[src/rtl/prod_bcd_conv.sv]
// -----------------------------------------------------------------------------
// prod_bcd_conv
//   Sequential binary-to-BCD converter (shift-and-add-3 / double-dabble) that
//   sits after the 3x3 unsigned array multiplier. It captures the product on a
//   start strobe and converts one bit per clock. The packed BCD digits are
//   handed to the display stage through a busy/done handshake.
//
// Parameters
//   IN_W    binary input width (multiplier product width)
//   DIGITS  number of BCD output digits; 10**DIGITS must exceed 2**IN_W-1
//
// Ports
//   clk      in   1         rising-edge clock
//   rst      in   1         synchronous, active-high reset (overrides start)
//   start    in   1         conversion request, accepted in IDLE or DONE
//   prod_in  in   IN_W      unsigned binary value, captured when start is accepted
//   bcd_out  out  4*DIGITS  packed BCD, [3:0]=ones, [7:4]=tens, ...; registered
//   busy     out  1         high while the shift sequence runs
//   done     out  1         one-cycle pulse; bcd_out has just been updated
// -----------------------------------------------------------------------------
module prod_bcd_conv #(
  parameter int IN_W   = 6,
  parameter int DIGITS = 2
) (
  input  logic                  clk,
  input  logic                  rst,
  input  logic                  start,
  input  logic [IN_W-1:0]       prod_in,
  output logic [4*DIGITS-1:0]   bcd_out,
  output logic                  busy,
  output logic                  done
);

  localparam int BCD_W = 4 * DIGITS;
  localparam int SH_W  = BCD_W + IN_W;
  localparam int CNT_W = $clog2(IN_W + 1);

  // Too few digits would let a scratch digit overflow past 9.
  if ((10 ** DIGITS) <= ((2 ** IN_W) - 1)) begin : g_digits_too_small
    $error("prod_bcd_conv: DIGITS=%0d cannot hold 2**IN_W-1 for IN_W=%0d", DIGITS, IN_W);
  end

  typedef enum logic [1:0] {
    S_IDLE  = 2'd0,
    S_SHIFT = 2'd1,
    S_DONE  = 2'd2
  } state_t;

  state_t             state_q, state_d;
  logic [SH_W-1:0]    sh_q, sh_d;       // {scratch digits, remaining binary bits}
  logic [CNT_W-1:0]   cnt_q, cnt_d;
  logic [BCD_W-1:0]   bcd_q, bcd_d;
  logic               busy_q, busy_d;
  logic               done_q, done_d;
  logic [SH_W-1:0]    shifted;

  // Add 3 to every digit that is 5 or more, so that the following left shift
  // carries into the next digit exactly when the doubled value reaches 10.
  function automatic logic [BCD_W-1:0] add3(input logic [BCD_W-1:0] d);
    logic [BCD_W-1:0] r;
    r = d;
    for (int i = 0; i < DIGITS; i++) begin
      if (d[4*i +: 4] >= 4'd5) begin
        r[4*i +: 4] = d[4*i +: 4] + 4'd3;
      end
    end
    return r;
  endfunction

  always_comb begin
    state_d = state_q;
    sh_d    = sh_q;
    cnt_d   = cnt_q;
    bcd_d   = bcd_q;
    shifted = {add3(sh_q[SH_W-1:IN_W]), sh_q[IN_W-1:0]} << 1;

    case (state_q)
      // DONE accepts a new start exactly like IDLE, giving back-to-back runs.
      S_IDLE, S_DONE: begin
        if (start) begin
          sh_d    = {{BCD_W{1'b0}}, prod_in};
          cnt_d   = '0;
          state_d = S_SHIFT;
        end else begin
          state_d = S_IDLE;
        end
      end
      S_SHIFT: begin
        sh_d  = shifted;
        cnt_d = cnt_q + CNT_W'(1);
        // This edge performs the last shift: publish the digits it produces.
        if (cnt_q == CNT_W'(IN_W - 1)) begin
          bcd_d   = shifted[SH_W-1:IN_W];
          state_d = S_DONE;
        end
      end
      default: state_d = S_IDLE;
    endcase

    // Status flags come from the next state so they leave a flop cleanly.
    busy_d = (state_d == S_SHIFT);
    done_d = (state_d == S_DONE);
  end

  always_ff @(posedge clk) begin
    if (rst) begin
      state_q <= S_IDLE;
      sh_q    <= '0;
      cnt_q   <= '0;
      bcd_q   <= '0;
      busy_q  <= 1'b0;
      done_q  <= 1'b0;
    end else begin
      state_q <= state_d;
      sh_q    <= sh_d;
      cnt_q   <= cnt_d;
      bcd_q   <= bcd_d;
      busy_q  <= busy_d;
      done_q  <= done_d;
    end
  end

  assign bcd_out = bcd_q;
  assign busy    = busy_q;
  assign done    = done_q;

endmodule

[config.mk]
export PLATFORM = sky130hd
export DESIGN_NAME = prod_bcd_conv
export DESIGN_NICKNAME = d
export VERILOG_FILES = /design/src/rtl/prod_bcd_conv.sv
export SDC_FILE = /design/constraint.sdc
export NUM_CORES = 1
export LEC_CHECK = 0
export CAP_MARGIN = 20
export CORE_AREA = 2 2 51 100
export CTS_CLUSTER_DIAMETER = 150
export CTS_CLUSTER_SIZE = 40
export DETAILED_ROUTE_END_ITERATION = 16
export DIE_AREA = 0 0 53 102
export SYNTH_ARGS = -nofsm -noshare
export SYNTH_HDL_FRONTEND = slang
export SYNTH_SLANG_ARGS = --single-unit
export TNS_END_PERCENT = 1
[constraint.sdc]
create_clock -name clk -period 3.6 [get_ports clk]
set_clock_uncertainty 0.05 [all_clocks]
set_input_delay 0.72 -clock clk [delete_from_list [all_inputs] [get_ports clk]]
set_output_delay 0.72 -clock clk [all_outputs]
set_load 0.005 [all_outputs]
# Yosys cells after proc, flatten, opt, wreduce, memory -nomap -nowiden
# Cells that the tools add are included.
totals:
  n_memories: 0
  latchBits: 0
  rom_bits: 0
  ff_bits: 29
  in_bits: 9
  ram_bits: 0
  wordCells: 31
op_classes:
  n_mux: 9
  reduce_logical: 5
  magnitude_cmp: 2
  n_shift: 0
  n_addsub: 3
  eq_ne: 6
  n_bitwise: 0
  multipliers: 0
  n_div: 0
op_table:
  columns: ["operator", "count"]
  rows:
  - ["14-bit one-hot mux with 2 select lines", 1]
  - ["14-bit 2-to-1 mux", 1]
  - ["4-bit by 3-bit greater-or-equal comparator with 1-bit output, second input constant", 2]
  - ["3-bit 2-to-1 mux", 2]
  - ["3-bit one-hot mux with 2 select lines", 1]
  - ["4-bit by 2-bit adder with 4-bit output, second input constant", 1]
  - ["2-bit by 1-bit equality test with 1-bit output, second input constant", 2]
  - ["2-bit equality test, second input constant", 2]
  - ["4-bit 2-to-1 mux", 1]
  - ["2-bit one-hot mux with 2 select lines", 1]
  - ["2-bit AND reduction", 2]
  - ["3-bit by 1-bit adder with 3-bit output, second input constant", 1]
  - ["3-bit by 2-bit adder with 3-bit output, second input constant", 1]
  - ["3-bit equality test, second input constant", 1]
  - ["2-bit zero test", 1]
  - ["2-bit 2-to-1 mux", 1]
  - ["2-bit inequality test, second input constant", 1]
  - ["2-bit nonzero test", 1]
  - ["2-bit OR reduction", 1]
  - ["1-bit 2-to-1 mux", 1]

# Logic depth before layout (Yosys ltp)
# Gate-level depths: netlist of the first run.
depth:
  word_depth: 4
  depth_mapped: 6

# Worst setup path after synthesis of the first run
# Ideal clock, no wire load.
synth_path:
  path_type: "input -> register"
  from: "input port rst"
  to: "register bcd_q[2], in the netlist bcd_out[2]"
  slack_ns: 2.049
  t_required_ns: 3.434
  path_stages: 4
  t_arrival_ns: 1.385
  setup_ns: 0.116
  cell_sequence: "clkbuf_1 clkbuf_1 nand3b_1 o21ai_2"
synth_rtl:
  columns: ["item", "line", "rtl"]
  rows:
  - ["from (decl)", "26", "input logic rst,"]
  - ["to (signal assigned)", "110", "bcd_q <= '0;"]
  - ["to (signal assigned)", "117", "bcd_q <= bcd_d;"]
  - ["to (decl)", "52", "logic [BCD_W-1:0] bcd_q, bcd_d;"]

==> impl_results.md, run 1 <==
* IO Port Bufs at 18
* Combinational power share at 8.6%
* Cts bufs inserted at 5
* Worst min-delay path endpoint: bcd_out[0]
* Number of global-route vias before repair at about 1,000
* Worst Reg2Reg Path Length in Cells at 4
* Worst skew pair latency at 280 ps
* Switch Pwr at 0.1559 mW
* Final setup fails at 0
* Setup CP Type: primary input to register
* Mux contribution to synthesized area at approximately 5.6%
* Slew Viols, Final at 0
* Status: completed
* R2R Setup Slk at 1900 ps
* Distinct cell type count after synthesis at 32
* Cell Int Power at just over 0.5 mW
* CP max FO at 15
* Post-Syn Area at 1291 µm²
* Xor-xnor portion of the synthesized cell area at just over 2%
* Initial core utilization at between 20% and 30%
* Max rail drop VDD at about 0.00023 V
* Routability Congestion at between 0.6 and 0.7
* Fillers at roughly 470
* Top cell family by delay on the critical path: buffers and inverters
* Grt ovf at 0
* Compound-cell area share of the yosys netlist at 15.31%
* Die area at approximately 5400 µm²
* Fmax achieved at between 0.4 and 0.5 GHz
* Total routed wirelength at 2658 µm
* Synth area leaders: dfxtp_1 45%, ha_1 5.8%, nor2_1 4.9%
* Post-Layout Cell Count at 214
* Largest net degree at the start of global routing at 19
* Commonest non-fill, non-tap cell in the layout: dfxtp_1
* Minimum clock period after layout at just over 2000 ps
* PostCTS Resize Cnt at 0
* Post-Synth Simple-Gate Area at between 20 and 25%
* Leak at 0.5625 nW
* Layout net count at 174
* Final core utilization at ~35%
* Post-CTS Setup Bufs at 0
* Max_slew headroom at 55.70%
* Sequential share of power at approximately half
* Hold Path Origin: bcd_out[0]
* FP Rows at 35
* CTS tree: yes
* CP startpoint kind: primary input
* Die W at between 50 and 60 µm
* Final hold vios at 0
* Clock-pin slew on the worst setup and hold paths at around 60 ps
* Worst EP arrival at 2130 ps
* Via count at 1,018
* Core Region at approximately 4600 µm²
* Post-synth EDFFs at 0
* Placed cells at between 200 and 250
* RSZ-0062 raised after global routing: false
* Element type at the critical path end: register
* TNS Setup at 0 ps
* Cell taking the most area after synthesis: dfxtp_1
* Most frequent cells in the layout: 29 x dfxtp_1, 18 x clkdlybuf4s50_1, 17 x nor2_1, 8 x a21oi_1, 8 x a211oi_1
* # IOs at 19
* Clock share of power at 40.6%
* # H-tree levels at 2
* Drt first pass iters at 4
* Number of max-cap violations at 0
* Sw Ratio at a little under a quarter
* Reg2reg end: bcd_out[7]
* # hold bufs at CTS at 0
* Vias per cell at 4.757
* CP required at between 3000 and 4000 ps
* Largest family of logic cells by synthesized area: simple AND/OR/NAND/NOR gates
* Syn Nets at about 160
* CTS Sinks at 29
* Worst Slack Setup Final at approximately 1600 ps
* PwrDens at 418.0 nW/µm²
* Initial DRC Count at 13
* Global Route Usage Sum at a little under an eighth
* Crit path buffers/inverters at 2
* First-pass GRT wire length at about 4500 µm
* Fraction of registers with async set/reset at 0%
* Die Ht at 102 µm
* DRT antenna net count at 0
* Share of cells above drive strength 1 at between 10% and 20%
* Synth top area share at 44.96%
* Syn avg cell area at 9.223 µm²
* Gate count of the mapped netlist at 140
* Worst path max stage delay at 770 ps
* Synth Area in Adders at under 10%
* Initial antenna violation count at 0
* Final period utilization at between 50% and 60%
* Worst Hold Depth at 2
* Worst slack at placement at approximately 1300 ps
* Hold Slack at just over 400 ps
* DR WL/cell at ~12 µm
* Area Growth Syn to Fin at 23.16%
* Worst-path cell chain: clkdlybuf4s50_1 -> buf_4 -> nand2b_1 -> o22ai_1
* Worst slew pin tran at 664.5 ps
* Synth warn at 0
* Synth Flop Type: dfxtp_1
* Residual DRC at 0
* N_diodes at 0
* Root buf cell: clkbuf_8
* Worst hold path class: register to register
* Worst R2R Start: state_q[1]
* Dpl hpwl at between 1500 and 2000 µm
* Register area share after synthesis at between 40% and 50%
* Critical Path Slowest Stage Cell: clkdlybuf4s50_1
* CTS max path bufs at 2
* Seq cells post-synth at 29
-- cells by family after synthesis --
group                      Yosys count
adders and majority gates            6
DFF                                 29
and+or+nand+nor                     49
AOI/OAI and AO/OA                   31
buffers and inverters               15
muxes                                7
xor gates and xnor gates             3
-- per-layer routing --
layer	track usage (%)	wire, µm
met1	11.94	1051
met2	20.29	1418
met3	2.632	108
met5	0	0
met4	7.101	80
-- state kept, by name, summed over array words and instances, names as in the netlist --
signal   flops
cnt_q        3
sh_q        14
bcd_out      8
busy         1
state_q      2
done         1
-- power groups by stage --
stage	combinational [mW]	clock (mW)	sequential, mW
after floorplan	0.0435	0	0.343
after global placement	0.0576	0	0.344
after detailed placement	0.0580	0	0.344
after CTS	0.0583	0.278	0.337
after global routing	0.0646	0.291	0.338
final	0.0575	0.270	0.337
-- area by class of cell --
class	count	area, µm²	area share, %
inverters	7	26.28	1.652
flip-flops and latches	29	580.6	36.51
multi-input cells	96	633.1	39.81
repair buffers	20	195.2	12.27
clock buffers	7	86.33	5.429
well taps	55	68.82	4.327
-- how the worst max path moves through the flow --
| stage | from | endpoint | slack, ps | cells past startpoint |
|---|---|---|---|---|
| floorplan | rst | bcd_out[2] | 2050 | 4 |
| global placement | rst | sh_q[12] | 1280 | 4 |
| detailed placement | rst | sh_q[12] | 1270 | 4 |
| CTS | rst | sh_q[12] | 1570 | 4 |
| global route | rst | sh_q[12] | 1510 | 4 |
| finish | rst | sh_q[12] | 1580 | 4 |
-- per-stage QoR --
step,power [mW],area [µm²]
detailed placement,0.4023,1504
finish,0.6647,1590
global placement,0.4017,1504
floorplan,0.3863,1291
global route,0.6933,1590
CTS,0.6736,1590
-- synth_stat cells, types with 4 or more instances --
cell type / instances
dfxtp_1: 29
nand3b_1: 6
inv_1: 5
a211oi_1: 8
o21ai_1: 5
o22ai_1: 5
nand2_1: 4
a21oi_1: 8
nor2_1: 17
nor3_1: 5
mux2i_1: 5
ha_1: 6
nand2b_1: 4
-- tightest hold or removal path: cells and delay by family, from the launching register on --
kind	cells	cell delay, ps
AOI/OAI and AO/OA	1	50
DFF	1	310
and+or+nand+nor	1	50
Note: power is estimated with default switching activity, not from simulation.
==> run 2, diff against run 1 <==
- clock period: 3.6 -> 1.6 ns (I/O delays scaled with it)
==> run 2 against run 1 <==
  * Register-to-register slack got worse by 1800 ps
  * Hold slack got worse by 5.2 ps
  * Worst setup slack worse by 1500 ps
  * Final cell count rose by 7.0%
  * Clock power grew 120%
  * Sequential cell count unchanged
  * Count of clock-buffer cells in the layout decreased by 1
  * Critical path type is now register to primary output
  * Highest routed layer unchanged
==> impl_results.md, run 2 (synthesis results as in run 1) <==
* Top cell family by delay on the critical path: buffers and inverters
* Worst EP arrival at 1120 ps (-1010 ps)
* Sw Ratio at 25.45% (+2.0 points)
* Sequential share of power at 50.3% (-0.4 points)
* Initial antenna violation count at 0 (unchanged)
* Root buf cell: clkbuf_8
* Total routed wirelength at 2933 µm (+10%)
* Die Ht at 102 µm (unchanged)
* Slew Viols, Final at 0 (unchanged)
* FP Rows at 35 (unchanged)
* Final hold vios at 0 (unchanged)
* Final core utilization at 37.66% (+3.1 points)
* Worst slew pin tran at 287.5 ps (-377.1 ps)
* RSZ-0062 raised after global routing: false
* Hold Slack at 405.7 ps (-5.241 ps)
* Area Growth Syn to Fin at 34.11%
* Number of global-route vias before repair at 1,120 (+12%)
* Element type at the critical path end: primary output
* Cts bufs inserted at 5 (unchanged)
* CTS max path bufs at 2 (unchanged)
* Vias per cell at 4.817 (+1.3%)
* CTS Sinks at 29 (unchanged)
* Largest register FFs at 14 (unchanged)
* First-pass GRT wire length at 5037 µm (+11%)
* PwrDens at 871.7 nW/µm² (+110%)
* Gr busiest metal: met2
* M2 GR Usage at 24.52% (+4.2 points)
* Final period utilization at between 90% and 100%
* CP max FO at 2 (-13)
* Grt ovf at 0 (unchanged)
* Global Route Usage Sum at 13.22% (+1.7 points)
* Share of cells above drive strength 1 at 21.26% (+11 points)
* Tot Pwr at 1.510 mW (+130%)
* Crit path buffers/inverters at 1 (-1)
* Leak at 0.6497 nW (+15%)
* Setup CP Type: register to primary output
* # IOs at 19 (unchanged)
* DRT antenna net count at 0 (unchanged)
* Die area at 5406 µm² (unchanged)
* Worst hold path class: register to register
* Routability Congestion at 0.7789 (+13%)
* Combinational power share at 10.4% (+1.8 points)
* Top reg by flops: sh_q
* Initial DRC Count at 8 (-5)
* Drt first pass iters at 4 (unchanged)
* Met1 usage at 11.91% (-0.033 points)
* Final setup fails at 0 (unchanged)
* Via count at 1,103 (+8.3%)
* Dpl hpwl at 2234 µm (+15%)
* Clock-pin slew on the worst setup and hold paths at 70 ps (about the same)
* Max_slew headroom at 80.81% (+25 points)
* # hold bufs at CTS at 0 (unchanged)
* CP startpoint kind: register
* Number of max-cap violations at 0 (unchanged)
* Layout net count at 188 (+8.0%)
* IO Port Bufs at 18 (unchanged)
* Critical Path Slowest Stage Cell: clkdlybuf4s50_1
* Worst path max stage delay at 500 ps (-270 ps)
* Clock share of power at 39.3% (-1.3 points)
* Cell Int Power at 1.125 mW (+120%)
* Worst skew pair latency at 290 ps (about the same)
* Die W at 53 µm (unchanged)
* Switch Pwr at 0.3842 mW (+150%)
* N_diodes at 0 (unchanged)
* Post-CTS Setup Bufs at 0 (unchanged)
* Max rail drop VDD at 0.0005545 V (+140%)
* Worst-path cell chain: clkdlybuf4s50_1
* Status: completed
* Most frequent cells in the layout: 28 x dfxtp_1, 18 x clkdlybuf4s50_1, 17 x nor2_1, 16 x buf_4, 8 x a211oi_1
* # H-tree levels at 2 (unchanged)
* Fmax achieved at approximately 0.67 GHz
* Commonest non-fill, non-tap cell in the layout: dfxtp_1
* DR WL/cell at 12.81 µm (+3.1%)
* CTS tree: yes
* M3 GR Usage at 3.216% (+0.58 points)
* Residual DRC at 0 (unchanged)
* CP required at 1230 ps (-2480 ps)
* Largest net degree at the start of global routing at 19 (unchanged)
* Initial core utilization at 28.08% (unchanged)
* Minimum clock period after layout at around 1500 ps
* Core Region at 4598 µm² (unchanged)
-- run 2: worst paths after layout --
path | startpoint | to | slack (ps) | cells past startpoint
worst max-delay path | bcd_out[6] | bcd_out[6] | 110 | 1
worst min register to register | bcd_out[0] | bcd_out[0] | 410 | 2
worst max register to register | sh_q[11] | sh_q[12] | 120 | 6
worst min-delay path | bcd_out[0] | bcd_out[0] | 410 | 2
-- run 2: power by group through the flow --
| stage | clock network (mW) | registers, mW | logic [mW] |
|---|---|---|---|
| global route | 0.642 | 0.762 | 0.175 |
| detailed placement | 0 | 0.775 | 0.155 |
| CTS | 0.611 | 0.760 | 0.155 |
| global placement | 0 | 0.776 | 0.154 |
| floorplan | 0 | 0.771 | 0.0978 |
| finish | 0.593 | 0.759 | 0.157 |
-- run 2: cell type report --
| type | instances | area [µm²] |
|---|---|---|
| clock buffer | 6 | 72.57 |
| clock inverter | 2 | 10.01 |
| fill | 484 | 2867 |
| inverter | 7 | 26.28 |
| multi-input combinational | 96 | 671.9 |
| sequential | 29 | 581.8 |
| tap | 55 | 68.82 |
| timing repair buffer | 34 | 300.3 |
-- run 2: layer usage --
layer | wire length [µm] | share of wire [%]
met1 | 1058 | 36
met2 | 1711 | 58
met3 | 78 | 2.7
met4 | 85 | 2.9
met5 | 0 | 0
-- run 2: repair_timing --
action	in CTS	in global routing
pin swaps	0	2
hold endpoints to repair	0	0
resized for setup	1	8
endpoints found under the setup margin	1	6
-- run 2: stage by stage --
stage	setup TNS, ps	cell area (µm²)	instances	setup slack [ps]
finish	0	1732	229	109.1
global placement	-408.9	1609	221	-54.72
floorplan	0	1291	140	109.6
CTS	0	1695	229	8.589
global route	0	1732	229	21.05
detailed placement	-474.0	1609	221	-59.20
==> run 3, diff against run 2 <==
- ABC_CLOCK_PERIOD_IN_PS: unset -> 1600
- MAX_ROUTING_LAYER: unset -> met4
- TNS_END_PERCENT: 1 -> unset
==> results of run 3 <==
No change in the layout: final DEF, timing and power equal those of run 2.
Among the figures that moved: final weighted congestion in routability-driven placement 0.7789 -> 0.7896; overall routing resource usage 13.22% -> 13.60%; violation count after the first detailed-route iteration 8 -> 13
